--- src/rtl/sync_fifo_param_if.sv ---
// Push/pop handshake bundle for sync_fifo_param.
// master: producer/consumer side; slave: FIFO side.
interface sync_fifo_param_if #(
    parameter int DATA_W = 8,
    parameter int ADDR_W = 4
);
    logic              push;
    logic [DATA_W-1:0] wdata;
    logic              pop;
    logic [DATA_W-1:0] rdata;
    logic              flush;
    logic              err_clr;
    logic              full;
    logic              empty;
    logic              almost_full;
    logic              almost_empty;
    logic [ADDR_W:0]   count;
    logic              overflow;
    logic              underflow;

    modport master (
        output push, wdata, pop, flush, err_clr,
        input  rdata, full, empty, almost_full, almost_empty,
        input  count, overflow, underflow
    );

    modport slave (
        input  push, wdata, pop, flush, err_clr,
        output rdata, full, empty, almost_full, almost_empty,
        output count, overflow, underflow
    );
endinterface

--- src/rtl/sync_fifo_param.sv ---
// Single-clock FIFO with count, almost flags, sticky errors, flush.
// Ports: clk, rst_n (async active-low), bus (sync_fifo_param_if.slave).
module sync_fifo_param #(
    parameter int DATA_W   = 8,
    parameter int ADDR_W   = 4,
    parameter int AF_LEVEL = 2**ADDR_W - 2,
    parameter int AE_LEVEL = 2
) (
    input  logic           clk,
    input  logic           rst_n,
    sync_fifo_param_if.slave bus
);
    localparam int DEPTH = 1 << ADDR_W;
    localparam logic [ADDR_W:0]   DEPTH_C = (ADDR_W+1)'(DEPTH);
    localparam logic [ADDR_W:0]   AF_C    = (ADDR_W+1)'(AF_LEVEL);
    localparam logic [ADDR_W:0]   AE_C    = (ADDR_W+1)'(AE_LEVEL);
    localparam logic [ADDR_W:0]   CNT_ONE = (ADDR_W+1)'(1);
    localparam logic [ADDR_W-1:0] PTR_ONE = ADDR_W'(1);

    logic [DATA_W-1:0] mem [DEPTH];
    logic [ADDR_W-1:0] wptr;
    logic [ADDR_W-1:0] rptr;
    logic [ADDR_W:0]   cnt;
    logic [ADDR_W:0]   cnt_nxt;
    logic              full_q;
    logic              empty_q;
    logic              af_q;
    logic              ae_q;
    logic              ovf_q;
    logic              unf_q;
    logic              wr_en;
    logic              rd_en;
    logic              ovf_evt;
    logic              unf_evt;

    // When full, a simultaneous pop frees the slot the write lands in,
    // so both execute. When empty, the pop has nothing to return.
    always_comb begin
        rd_en   = bus.pop  & ~bus.flush & ~empty_q;
        wr_en   = bus.push & ~bus.flush & (~full_q | bus.pop);
        ovf_evt = bus.push & ~bus.flush & full_q & ~bus.pop;
        unf_evt = bus.pop  & ~bus.flush & empty_q;
        cnt_nxt = cnt;
        if (bus.flush) begin
            cnt_nxt = '0;
        end else if (wr_en & ~rd_en) begin
            cnt_nxt = cnt + CNT_ONE;
        end else if (rd_en & ~wr_en) begin
            cnt_nxt = cnt - CNT_ONE;
        end
    end

    always_ff @(posedge clk or negedge rst_n) begin
        if (!rst_n) begin
            wptr    <= '0;
            rptr    <= '0;
            cnt     <= '0;
            full_q  <= 1'b0;
            empty_q <= 1'b1;
            af_q    <= (AF_C == '0);
            ae_q    <= 1'b1;
            ovf_q   <= 1'b0;
            unf_q   <= 1'b0;
        end else begin
            if (bus.flush) begin
                wptr <= '0;
                rptr <= '0;
            end else begin
                if (wr_en) wptr <= wptr + PTR_ONE;
                if (rd_en) rptr <= rptr + PTR_ONE;
            end
            cnt     <= cnt_nxt;
            full_q  <= (cnt_nxt == DEPTH_C);
            empty_q <= (cnt_nxt == '0);
            af_q    <= (cnt_nxt >= AF_C);
            ae_q    <= (cnt_nxt <= AE_C);
            // Clear first so a same-edge error event wins.
            if (bus.err_clr) begin
                ovf_q <= 1'b0;
                unf_q <= 1'b0;
            end
            if (ovf_evt) ovf_q <= 1'b1;
            if (unf_evt) unf_q <= 1'b1;
        end
    end

    always_ff @(posedge clk) begin
        if (wr_en) mem[wptr] <= bus.wdata;
    end

    assign bus.rdata        = mem[rptr];
    assign bus.full         = full_q;
    assign bus.empty        = empty_q;
    assign bus.almost_full  = af_q;
    assign bus.almost_empty = ae_q;
    assign bus.count        = cnt;
    assign bus.overflow     = ovf_q;
    assign bus.underflow    = unf_q;
endmodule

--- src/flat_wrapper.sv ---
// flat-port wrapper written by rule: the top's interface ports become plain ports
module sync_fifo_param_flat 
#(
    parameter int DATA_W   = 8,
    parameter int ADDR_W   = 4,
    parameter int AF_LEVEL = 2**ADDR_W - 2,
    parameter int AE_LEVEL = 2
)
  (clk, rst_n, bus_push, bus_wdata, bus_pop, bus_flush, bus_err_clr, bus_rdata, bus_full, bus_empty, bus_almost_full, bus_almost_empty, bus_count, bus_overflow, bus_underflow);
  sync_fifo_param_if #(.DATA_W(DATA_W), .ADDR_W(ADDR_W)) bus_i ();
  input  logic clk;
  input  logic rst_n;
  input wire logic [$bits(bus_i.push)-1:0] bus_push;
  input wire logic [$bits(bus_i.wdata)-1:0] bus_wdata;
  input wire logic [$bits(bus_i.pop)-1:0] bus_pop;
  input wire logic [$bits(bus_i.flush)-1:0] bus_flush;
  input wire logic [$bits(bus_i.err_clr)-1:0] bus_err_clr;
  output wire logic [$bits(bus_i.rdata)-1:0] bus_rdata;
  output wire logic [$bits(bus_i.full)-1:0] bus_full;
  output wire logic [$bits(bus_i.empty)-1:0] bus_empty;
  output wire logic [$bits(bus_i.almost_full)-1:0] bus_almost_full;
  output wire logic [$bits(bus_i.almost_empty)-1:0] bus_almost_empty;
  output wire logic [$bits(bus_i.count)-1:0] bus_count;
  output wire logic [$bits(bus_i.overflow)-1:0] bus_overflow;
  output wire logic [$bits(bus_i.underflow)-1:0] bus_underflow;
  assign bus_i.push = bus_push;
  assign bus_i.wdata = bus_wdata;
  assign bus_i.pop = bus_pop;
  assign bus_i.flush = bus_flush;
  assign bus_i.err_clr = bus_err_clr;
  assign bus_rdata = bus_i.rdata;
  assign bus_full = bus_i.full;
  assign bus_empty = bus_i.empty;
  assign bus_almost_full = bus_i.almost_full;
  assign bus_almost_empty = bus_i.almost_empty;
  assign bus_count = bus_i.count;
  assign bus_overflow = bus_i.overflow;
  assign bus_underflow = bus_i.underflow;
  sync_fifo_param #(.DATA_W(DATA_W), .ADDR_W(ADDR_W), .AF_LEVEL(AF_LEVEL), .AE_LEVEL(AE_LEVEL)) u_core (.clk(clk), .rst_n(rst_n), .bus(bus_i));
endmodule
--- config.mk ---
export PLATFORM = sky130hd
export DESIGN_NAME = sync_fifo_param_flat
export DESIGN_NICKNAME = d
export VERILOG_FILES = /design/src/rtl/sync_fifo_param_if.sv /design/src/rtl/sync_fifo_param.sv /design/src/flat_wrapper.sv
export SDC_FILE = /design/constraint.sdc
export NUM_CORES = 1
export LEC_CHECK = 0
export BUFFER_PORTS_ARGS = -buffer_cell sky130_fd_sc_hd__buf_4
export CAP_MARGIN = 20
export CORE_MARGIN = 1.5
export CORE_UTILIZATION = 30
export CTS_CLUSTER_DIAMETER = 100
export DETAILED_ROUTE_END_ITERATION = 10
export RECOVER_POWER = 100
export SYNTH_ARGS = -nofsm -noshare
export SYNTH_HDL_FRONTEND = slang
export SYNTH_SLANG_ARGS = --single-unit
--- constraint.sdc ---
create_clock -name clk -period 2.4 [get_ports clk]
set_clock_uncertainty 0.1 [all_clocks]
set_input_delay 0.36 -clock clk [delete_from_list [all_inputs] [get_ports clk]]
set_output_delay 0.36 -clock clk [all_outputs]
set_load 0.05 [all_outputs]
# Word level (Yosys, flattened, before mapping)
# Memory sizes are Yosys's and may differ from the RTL's.
# Index checks and enable logic that the tools add are counted.
# W data, S select, Z words.
word_totals:
  ff_bits: 19
  ramBits: 128
  in_bits: 14
  out_inout_bits: 19
  elab_cells: 50
  mem_count: 1
mem_list:
  columns: ["memory", "words", "width", "rd", "rd_ports_with_merged_regs", "wr", "line", "rtl"]
  rows:
  - ["u_core.mem", 16, 8, 1, 0, 1, "sync_fifo_param.sv:20", "logic [DATA_W-1:0] mem [DEPTH];"]
op_classes:
  add_sub_neg: 4
  magnitude_cmp: 2
  n_eq_ne: 1
  n_mux: 12
  n_bitwise: 16
  n_reduce_logical: 5
op_table:
  columns: ["operator", "count"]
  rows:
  - ["$mux W4", 4]
  - ["$mux W5", 3]
  - ["$and A1 B1 Y1", 9]
  - ["$add A4 B1 Y4 const B", 2]
  - ["$reduce_bool A2 Y1", 4]
  - ["$not A1 Y1", 6]
  - ["$add A5 B1 Y5 const B", 1]
  - ["$eq A5 B5 Y1 const B", 1]
  - ["$ge A5 B4 Y1 const B", 1]
  - ["$le A5 B2 Y1 const B", 1]
  - ["$logic_not A5 Y1", 1]
  - ["$mux W1", 5]
  - ["$sub A5 B1 Y5 const B", 1]
  - ["$or A1 B1 Y1", 1]

# Depth between registers and ports, before layout
# Gate-level depths: netlist of run 1.
depth:
  word_depth: 9
  depth_mapped: 7

# Worst setup path after synthesis of run 1
# Ideal clock, no wire load.
synth_timing:
  path_type: "reg2out"
  startpoint: "register u_core.rptr[1]"
  endpoint: "output bus_rdata[6]"
  arrival_ns: 1.839
  required_time_ns: 1.940
  path_slack_ns: 0.101
  stages_incl_launch_ff: 6
  path_buffers: 2
  path_cell_list: "dfrtp_1 clkbuf_1 clkbuf_1 mux4_2 a22oi_1 nand2_1"
synth_via:
  elab_chain_len: 1
synth_lines:
  columns: ["item", "line", "rtl"]
  rows:
  - ["start: declaration", "sync_fifo_param.sv:22", "logic [ADDR_W-1:0] rptr;"]
  - ["start signal: assignment", "sync_fifo_param.sv:70", "if (rd_en) rptr <= rptr + PTR_ONE;"]
  - ["$mem_v2 Z16 W8", null, null]
  - ["end: declaration", "flat_wrapper.sv:18", "output wire logic [$bits(bus_i.rdata)-1:0] bus_rdata;"]
# Every way passes these cells.

# Worst setup path in the final report of run 1
layout_timing:
  startpoint: "register u_core.rptr[0]"
  endpoint: "output bus_rdata[0]"
# Same word-level chain as after synthesis.

==> results of run 1 <==
[sequential cells by signal (all words and copies together), names as in the netlist]
| register | count |
|---|---|
| u_core.bus.empty | 1 |
| u_core.rptr | 4 |
| u_core.bus.almost_full | 1 |
| u_core.bus.full | 1 |
| u_core.bus.underflow | 1 |
| u_core.bus.almost_empty | 1 |
| u_core.wptr | 4 |
| u_core.bus.overflow | 1 |
| u_core.bus.count | 5 |
| u_core.mem | 128 |
[layout make-up]
type | count | area (sq um) | area share (%)
clock buffers | 18 | 429.2 | 5.716
clock inverters | 12 | 108.9 | 1.450
inverters | 11 | 41.29 | 0.5499
multi-input cells | 190 | 1698 | 22.61
flip-flops and latches | 147 | 4323 | 57.57
well taps | 265 | 331.6 | 4.416
repair buffers | 68 | 576.8 | 7.682
[cell families (layout without fill, tap and decap cells)]
kind of cell | after synthesis | after routing | synth area share, %
xor+xnor | 7 | 7 | 1.012
compound gates | 55 | 55 | 5.926
fa+ha+maj | 7 | 7 | 1.445
mux | 50 | 50 | 12.00
simple gates | 71 | 71 | 6.401
buf+inv | 27 | 109 | 1.900
flops | 147 | 147 | 71.32
[timing repair]
action,4_1_cts,5_1_grt
gates cloned,1,1
endpoints found under the hold margin,19,0
endpoints found under the setup margin,8,8
resized for setup,16,17
pin swaps,14,10
hold buffers,1,0
buffers inserted,4,5
[cell usage in the layout (no fill, tap or decap), types with 4 or more instances in the layout]
cell type	n
dfrtp_1	16
buf_12	5
o21ai_0	9
buf_6	8
inv_1	11
o21ai_1	8
nor2_1	14
buf_4	33
mux2_2	8
a221oi_2	5
edfxtp_1	128
a21oi_1	9
nand2_1	17
a221oi_1	4
clkbuf_16	18
mux4_2	16
clkbuf_1	20
xor2_1	4
nand3_1	5
clkinv_2	4
a22oi_2	6
and2_1	10
ha_1	7
mux2i_1	24
nor3_1	5
nand2_2	4
[metal layers]
| metal | share of wire (%) | global-route usage [%] | wire [microns] | vias up |
|---|---|---|---|---|
| met5 | 0 | 0 | 0 | - |
| met4 | 1.9 | 5.051 | 235 | 0 |
| met3 | 3.3 | 2.547 | 401 | 13 |
| met2 | 50 | 19.98 | 6160 | 60 |
| met1 | 45 | 15.60 | 5539 | 1721 |
| li1 | - | - | - | 1562 |
[stage by stage]
step / setup slack (ps) / instances
final: -226.4 / 711
after global routing: -308.6 / 711
after CTS: -234.2 / 705
after detailed placement: 113.9 / 669
after global placement: 187.8 / 669
after floorplan: 101.4 / 364
[final timing paths]
check	end	depth (start not counted)
max in group asynchronous	u_core.rptr[0]	2
hold / removal	u_core.bus.overflow	2
min in group asynchronous	u_core.bus.count[4]	2
hold reg to reg	u_core.bus.overflow	2
setup / recovery	bus_rdata[0]	6
setup reg to reg	u_core.bus.almost_empty	5
[power breakdown]
| part | internal [uW] | leakage, uW | switching [uW] |
|---|---|---|---|
| Clock | 1420 | 0.000263 | 994 |
| Combinational | 462 | 0.000856 | 570 |
| Sequential | 2850 | 0.00140 | 60.4 |
| Total | 4720 | 0.00252 | 1630 |
[worst max-delay path, stage by stage (launching register included)]
cell and delay [ps]:
dfrtp_2 490, buf_12 170, buf_12 110, mux4_2 490, a22oi_1 200, nand2_1 130, buf_6 180
==> run_results.csv, run 1 <==
group,metric,value,unit
floorplan,design.core.area,19650,sq um
setup_path,timing.critical_path.required,1940,ps
floorplan,chipHeight,145.1,microns
drt,drtIter0Drc,269,
pwr,leakage,0.002523,uW
global_routing,grt-ovfl-total,0,
drt,detailroute.via_count,3356,
sta,fin_ws,-226.4,ps
setup_path,crit_fanout,5,
pwr,p_per_area,845.6,nW/um^2
sta,slew-limit-headroom,33.67,%
worst_hold_path,worstHoldStart,"bus_err_clr",
drt,totalWireLength,12340,microns
synthesis,yosysUniqueCellTypes,44,
sta,pin_slew_with_the_least_headroom_to_its_limit,995.0,ps
place,hpwl,8146,microns
global_routing,grt_antenna_before_repair,0,
global_routing,global_route_wire_length_before_repair,19430,microns
global_routing,grt_util_all_layers,12.15,%
synthesis,synth-seq-area-share,71.32,%
run_status,violated_checks,"setup timing",
floorplan,fp.dieArea,21060,sq um
synthesis,yosys.area.top_type_share,63.43,%
cells_and_area,final_core_utilization,38.20,%
worst_hold_path,holdCritPathClass,"primary input to flop",
sta,timing.final.crit_period,2626,ps
setup_path,critical_path_arrival,2170,ps
place,io_buffers,32,
synthesis,count_of_flip_flops_with_a_built_in_enable_after_synthesis,128,
place,post_dp_cell_area,6764,sq um
clock_network,tritoncts,"done",
setup_path,cp_launch_point,"u_core.rptr[0]",
synthesis,synth_top_cells_by_area,"edfxtp_1 (63%), dfrtp_1 (7.0%), mux4_2 (5.9%)",
clock_network,cts-htree-levels,4,
cells_and_area,num_antenna_cells,0,
pwr,vdd_drop_max,0.0005096,V
sta,report.final.slew_viol_count,0,
synthesis,yosys_warning_total,0,
sta,hold_viol,0,
floorplan,design.portCount,33,
clock_network,numClockSinks,147,
sta,fmax,380.7,MHz
sta,fin_worst_hold_slack,62.10,ps
synthesis,ys_seq_elements,147,
clock_network,clk_path_buf_depth,2,
drt,route.detailed.drc,0,
clock_network,clkLatencyLatePin,400,ps
run_status,result_of_the_run,"finished with violations",
floorplan,die-width,145.1,microns
global_routing,grt_start_max_net_pins,20,
sta,final-setup-viol-count,8,
drt,vias_per_cell,4.720,
cells_and_area,design_area,7508,sq um
run,cap_viol_max_count,0,
setup_path,critical_path.endpoint_type,"output port",
drt,wire_per_inst,17.35,microns
synthesis,top_ff_cell_synth,"edfxtp_1",
floorplan,starting_density_of_the_core,30.83,%
pwr,post-layout-total-power,6349,uW
synthesis,async_flop_share,12.93,%
clock_network,cts_root_buf,"clkbuf_16",
sta,tns,-1599,ps
floorplan,core.rowCount,51,
cells_and_area,drive_gt1_share,28.03,%
cells_and_area,final.fill_count,1842,
drt,first_pass_iters,4,
setup_path,rr_startpoint,"u_core.bus.empty",
global_routing,first_global_vias,3447,
setup_path,timing_worst_setup_path_type,"flop to output port",
cells_and_area,areaGrowthSynthToFinish,23.91,%
synthesis,postSynthAreaPerCell,16.65,sq um
synthesis,synthTopCellsByCount,"edfxtp_1 (128), mux2i_1 (24), nand2_1 (21), dfrtp_1 (17)",
clock_network,cts.clk_slew.worst_paths,60,ps
setup_path,timing.critical_path.from_type,"flop",
synthesis,synth.cell_area,6060,sq um
synthesis,syn_nets,385,
cells_and_area,layout.nets,456,
sta,period_share,109.4,%
place,gpl.final_weighted_congestion,0.8207,
synthesis,synth_most_common_cell,"edfxtp_1",
clock_network,cts_made_buffers,17,
drt,antenna_violating_nets_post_route,0,
setup_path,reg2reg_setup_slack,140,ps
sta,grt_setup_unrepaired,"true",
synthesis,synth_largest_area_cell,"edfxtp_1",
synthesis,post_synthesis_cells,364,
Note: power is estimated with default switching activity, not from simulation.
==> run 2: changes to the inputs <==
--- a/constraint.sdc
+++ b/constraint.sdc
@@ -4,2 +4,2 @@
 set_output_delay 0.36 -clock clk [all_outputs]
-set_load 0.05 [all_outputs]
+set_load 0.02 [all_outputs]
==> run_results.csv, run 2 (same netlist as run 1, synthesis figures left out) <==
group,metric,value,unit
clock_network,numClockSinks,147,
pwr,leakage,0.002450,uW
clock_network,cts-htree-levels,4,
floorplan,starting_density_of_the_core,30.83,%
sta,fmax,386.1,MHz
cells_and_area,layout.cells.most_common,"edfxtp_1",
clock_network,tritoncts,"done",
place,gpl.final_weighted_congestion,0.8265,
setup_path,critical_path.endpoint_type,"output port",
setup_path,critPathSlowestCell,"dfrtp_2",
clock_network,cts.clk_slew.worst_paths,60,ps
floorplan,design.portCount,33,
sta,grt_setup_unrepaired,"true",
place,io_buffers,32,
cells_and_area,drive_gt1_share,24.77,%
clock_network,clkLatencyLatePin,420,ps
setup_path,worst_reg2reg_endpoint,"u_core.bus.almost_empty",
clock_network,clk_path_buf_depth,2,
pwr,vdd_drop_max,0.0005205,V
setup_path,timing.critical_path.required,1940,ps
sta,timing.final.crit_period,2590,ps
cells_and_area,final_core_utilization,37.49,%
setup_path,timing.critical_path.from_type,"flop",
worst_hold_path,holdCritPathClass,"primary input to flop",
floorplan,fp.dieArea,21060,sq um
cells_and_area,layout_common_cells,"edfxtp_1 (128), clkbuf_1 (27), mux2i_1 (26), nand2_1 (20), clkbuf_16 (17)",
cells_and_area,layout.nets,452,
cells_and_area,regMostFlops,"u_core.mem",
floorplan,chipHeight,145.1,microns
sta,slew-limit-headroom,34.15,%
setup_path,reg2reg_setup_slack,50,ps
sta,pin_slew_with_the_least_headroom_to_its_limit,987.8,ps
clock_network,cts_made_buffers,17,
global_routing,global_route_wire_length_before_repair,19740,microns
drt,antenna_violating_nets_post_route,0,
floorplan,core.rowCount,51,
setup_path,crit_chain,"bufbuf_16 -> mux2i_1 -> a221oi_1 -> o21ai_0 -> nand2_1 -> buf_6",
global_routing,first_global_vias,3450,
setup_path,timing_worst_setup_path_type,"flop to output port",
sta,hold_viol,0,
drt,drtIter0Drc,335,
sta,tns,-1068,ps
global_routing,grt_antenna_before_repair,0,
drt,vias_per_cell,4.684,
drt,route.detailed.drc,0,
sta,report.final.slew_viol_count,0,
cells_and_area,final.fill_count,1851,
cells_and_area,areaGrowthSynthToFinish,21.60,%
global_routing,grt_util_all_layers,12.40,%
drt,wire_per_inst,17.46,microns
worst_hold_path,holdPathEnd,"u_core.bus.underflow",
setup_path,worst_r2r_path_depth,5,
place,hpwl,8187,microns
setup_path,worst_path_top_cell_family_by_delay,"compound AO/OA/AOI/OAI gates",
setup_path,worst-path-buf-inv,2,
sta,final-setup-viol-count,8,
run_status,violated_checks,"setup timing",
cells_and_area,largest_reg_flops,128,
run,cap_viol_max_count,0,
setup_path,rr_startpoint,"u_core.bus.empty",
sta,fin_ws,-189.8,ps
global_routing,grt-ovfl-total,0,
drt,first_pass_iters,5,
setup_path,crit_fanout,16,
sta,period_share,107.9,%
worst_hold_path,worstHoldStart,"bus_err_clr",
drt,detailroute.via_count,3321,
floorplan,die-width,145.1,microns
run_status,result_of_the_run,"finished with violations",
setup_path,crit_path_max_incr_delay,460,ps
setup_path,critical_path_arrival,2130,ps
worst_hold_path,min_delay_path_depth,2,
clock_network,cts_root_buf,"clkbuf_16",
pwr,p_per_area,840.5,nW/um^2
cells_and_area,num_antenna_cells,0,
floorplan,design.core.area,19650,sq um
global_routing,grt_start_max_net_pins,20,
drt,totalWireLength,12380,microns
[run 2: worst max-delay path by stage]
stage                           from                      end  slack (ps)  cells past startpoint
floorplan                  bus_flush         u_core.mem[4][0]         230                      5
global placement    u_core.bus.empty         u_core.bus.empty         210                      5
detailed placement         bus_flush  u_core.bus.almost_empty         150                      6
CTS                   u_core.rptr[0]             bus_rdata[0]        -180                      5
global route          u_core.rptr[0]             bus_rdata[3]        -310                      6
finish                u_core.rptr[0]             bus_rdata[3]        -190                      6
[run 2: timing repair]
action | CTS | global route
hold endpoints to repair | 19 | 0
endpoints found under the setup margin | 8 | 10
setup buffers | 5 | 2
pin swaps | 1 | 1
gates resized for setup | 9 | 18
hold buffers | 1 | 0
gates cloned | 1 | 0
[run 2: stage by stage]
stage | area (sq um) | hold slack (ps) | power (uW) | std cells | worst slack, ps
finish | 7368 | 44.23 | 6193 | 709 | -189.8
global route | 7368 | 46.73 | 6431 | 709 | -307.2
CTS | 7448 | 25.77 | 6284 | 707 | -183.5
detailed placement | 6769 | 149.4 | 3709 | 668 | 151.7
global placement | 6769 | 145.5 | 3700 | 668 | 205.8
floorplan | 6060 | -35.59 | 3428 | 364 | 234.8
[run 2: final cells by class]
class / instances / area (sq um) / share of cell area (%)
clock buffers: 17 / 425.4 / 5.773
clock inverters: 15 / 138.9 / 1.885
inverters: 11 / 41.29 / 0.5604
multi-input cells: 190 / 1655 / 22.47
flip-flops and latches: 147 / 4324 / 58.69
well taps: 265 / 331.6 / 4.500
repair buffers: 64 / 451.7 / 6.130
[run 2: per-layer routing]
metal | global-route usage [%] | vias up | share of wire (%)
li1 | - | 1555 | -
met1 | 16.02 | 1696 | 45
met2 | 20.43 | 58 | 51
met3 | 3.050 | 12 | 2.7
met4 | 4.133 | 0 | 1.2
met5 | 0 | - | 0
[run 2: power breakdown]
part	internal, uW	switching (uW)
Clock	1370	1120
Sequential	2840	51.7
Combinational	386	427
Total	4600	1600
[run 2: worst register-to-register path, cell delays in order (launching register included)]
cell	delay, ps
dfstp_1	420
nor4b_1	600
nand2_1	200
o32a_1	340
mux2i_1	180
a2111oi_0	390
==> run 3: changes to the inputs <==
--- a/config.mk
+++ b/config.mk
@@ -14,2 +14,3 @@
 export RECOVER_POWER = 100
+export SLEW_MARGIN = 40
 export SYNTH_ARGS = -nofsm -noshare
@@ -17 +18,2 @@
 export SYNTH_SLANG_ARGS = --single-unit
+export TNS_END_PERCENT = 5
--- a/constraint.sdc
+++ b/constraint.sdc
@@ -4,2 +4,2 @@
 set_output_delay 0.36 -clock clk [all_outputs]
-set_load 0.02 [all_outputs]
+set_load 0.1 [all_outputs]
==> run_results.csv, run 3 (same netlist as run 1, synthesis figures left out) <==
group,metric,value,unit
setup_path,worst_path_top_cell_family_by_delay,"compound AO/OA/AOI/OAI gates",
setup_path,crit_chain,"buf_12 -> buf_12 -> mux2_2 -> o21ai_0 -> a21oi_1 -> o21ai_0 -> nand2_2 -> buf_12",
place,placed_cells_incl_taps,672,
sta,slew-limit-headroom,22.30,%
setup_path,crit_path_max_incr_delay,370,ps
setup_path,rr_startpoint,"u_core.bus.empty",
cells_and_area,drive_gt1_share,31.78,%
setup_path,critical_path.endpoint_type,"output port",
place,gpl.final_weighted_congestion,0.8122,
floorplan,design.portCount,33,
clock_network,cts_made_buffers,17,
setup_path,worst-path-stages,8,
worst_hold_path,worstHoldStart,"bus_err_clr",
pwr,vdd_drop_max,0.0005508,V
setup_path,crit_fanout,7,
cells_and_area,final_core_utilization,39.06,%
global_routing,grt_start_max_net_pins,20,
global_routing,grt-ovfl-total,0,
global_routing,global_route_wire_length_before_repair,20120,microns
cells_and_area,fin_cells,715,
run_status,violated_checks,"setup timing",
worst_hold_path,holdPathEnd,"u_core.bus.underflow",
cells_and_area,design_area,7677,sq um
setup_path,critical_path_arrival,2190,ps
setup_path,reg2reg_setup_slack,130,ps
clock_network,numClockSinks,147,
place,post_dp_cell_area,6792,sq um
setup_path,worst_r2r_path_depth,5,
cells_and_area,regMostFlops,"u_core.mem",
sta,final-setup-viol-count,8,
setup_path,path_common_cell,"buf_12",
cells_and_area,largest_reg_flops,128,
pwr,p_per_area,873.2,nW/um^2
sta,period_share,110.4,%
global_routing,first_global_vias,3403,
clock_network,cts.clk_slew.worst_paths,60,ps
worst_hold_path,holdCritPathClass,"primary input to flop",
setup_path,timing.critical_path.from_type,"flop",
cells_and_area,layout.nets,458,
sta,report.final.slew_viol_count,0,
cells_and_area,layout_common_cells,"edfxtp_1 (128), buf_4 (36), mux2i_1 (23), clkbuf_16 (17), mux4_2 (16)",
clock_network,tritoncts,"done",
pwr,leakage,0.002601,uW
floorplan,fp.dieArea,21060,sq um
clock_network,cts_root_buf,"clkbuf_16",
place,io_buffers,32,
drt,drtIter0Drc,184,
drt,vias_per_cell,4.845,
setup_path,worst_reg2reg_endpoint,"u_core.bus.almost_empty",
global_routing,grt_antenna_before_repair,0,
drt,wire_per_inst,18.30,microns
place,hpwl,8487,microns
drt,antenna_violating_nets_post_route,0,
drt,totalWireLength,13080,microns
setup_path,critPathSlowestCell,"dfrtp_2",
run,cap_viol_max_count,0,
sta,pin_slew_with_the_least_headroom_to_its_limit,1170,ps
clock_network,clkLatencyLatePin,420,ps
sta,fin_ws,-249.8,ps
run_status,result_of_the_run,"finished with violations",
floorplan,design.core.area,19650,sq um
drt,detailroute.via_count,3464,
global_routing,grt_util_all_layers,12.80,%
sta,fmax,377.4,MHz
place,post-place-ws,-131.2,ps
cells_and_area,layout.cells.most_common,"edfxtp_1",
floorplan,core.rowCount,51,
clock_network,cts-htree-levels,4,
floorplan,chipHeight,145.1,microns
drt,route.detailed.drc,0,
cells_and_area,num_antenna_cells,0,
clock_network,clk_path_buf_depth,2,
setup_path,timing_worst_setup_path_type,"flop to output port",
floorplan,die-width,145.1,microns
drt,first_pass_iters,4,
floorplan,starting_density_of_the_core,30.83,%
worst_hold_path,min_delay_path_depth,2,
setup_path,worst-path-buf-inv,3,
sta,grt_setup_unrepaired,"true",
sta,timing.final.crit_period,2650,ps
pwr,post-layout-total-power,6704,uW
cells_and_area,areaGrowthSynthToFinish,26.70,%
sta,hold_viol,0,
setup_path,timing.critical_path.required,1940,ps
==> run 3: changes by cell type in the layout (fill, tap and decap cells not counted), sizes merged <==
cell,delta
clkinvlp,+1
clkbuf,-23
bufbuf,-1
clkinv,+3
inv,-5
buf,+30
bufinv,+1
==> run 3: how the worst max path moves through the flow <==
stage	from	endpoint	slack [ps]
after floorplan	u_core.rptr[0]	bus_rdata[1]	-130
after CTS	u_core.rptr[0]	bus_rdata[5]	-330
after global routing	u_core.rptr[0]	bus_rdata[5]	-330
after detailed placement	u_core.rptr[1]	bus_rdata[6]	-130
final	u_core.rptr[0]	bus_rdata[3]	-250
after global placement	u_core.rptr[1]	bus_rdata[5]	30
==> run 3: per-stage QoR <==
step                      TNS (ps)  hold WS, ps
after floorplan              -4678       -35.59
after global placement           0        145.8
after detailed placement    -581.3        149.1
after CTS                    -2236        24.90
after global routing         -2404        33.91
final                        -1805        40.10
==> run 3: area by class of cell <==
class | instances | area (sq um)
fill | 1843 | 11980
sequential | 147 | 4324
multi-input combinational | 190 | 1740
timing repair buffer | 70 | 681.9
clock buffer | 17 | 425.4
tap | 265 | 331.6
clock inverter | 15 | 132.6
inverter | 11 | 41.29
==> run 3: what timing repair did <==
| item | 4_1_cts | 5_1_grt |
|---|---|---|
| hold endpoints to repair | 19 | 0 |
| endpoints found under the setup margin | 9 | 10 |
| pin swaps | 6 | 15 |
| cloned | 3 | 0 |
| hold buffers | 1 | 0 |
| resized for setup | 36 | 34 |
| buffers inserted | 8 | 1 |
==> run 3: per-layer routing <==
metal,up-vias,track usage (%),wire length (microns)
met3,26,2.673,413
met5,-,0,0
met1,1786,16.53,5826
met4,0,6.173,315
li1,1575,-,-
met2,77,20.55,6528
==> run 3: worst register-to-register path: stages, from the launching register on <==
cell and delay [ps]:
dfstp_1 640, and2b_1 280, nor3_2 270, a41oi_1 220
mux2i_2 240, a2111oi_1 370
==> run 3: power breakdown <==
| group | leakage (uW) | internal (uW) | switching (uW) | total [uW] |
|---|---|---|---|---|
| clock network | 0.000264 | 1430 | 1030 | 2460 |
| registers | 0.00140 | 2850 | 47.6 | 2890 |
| logic | 0.000935 | 523 | 831 | 1350 |
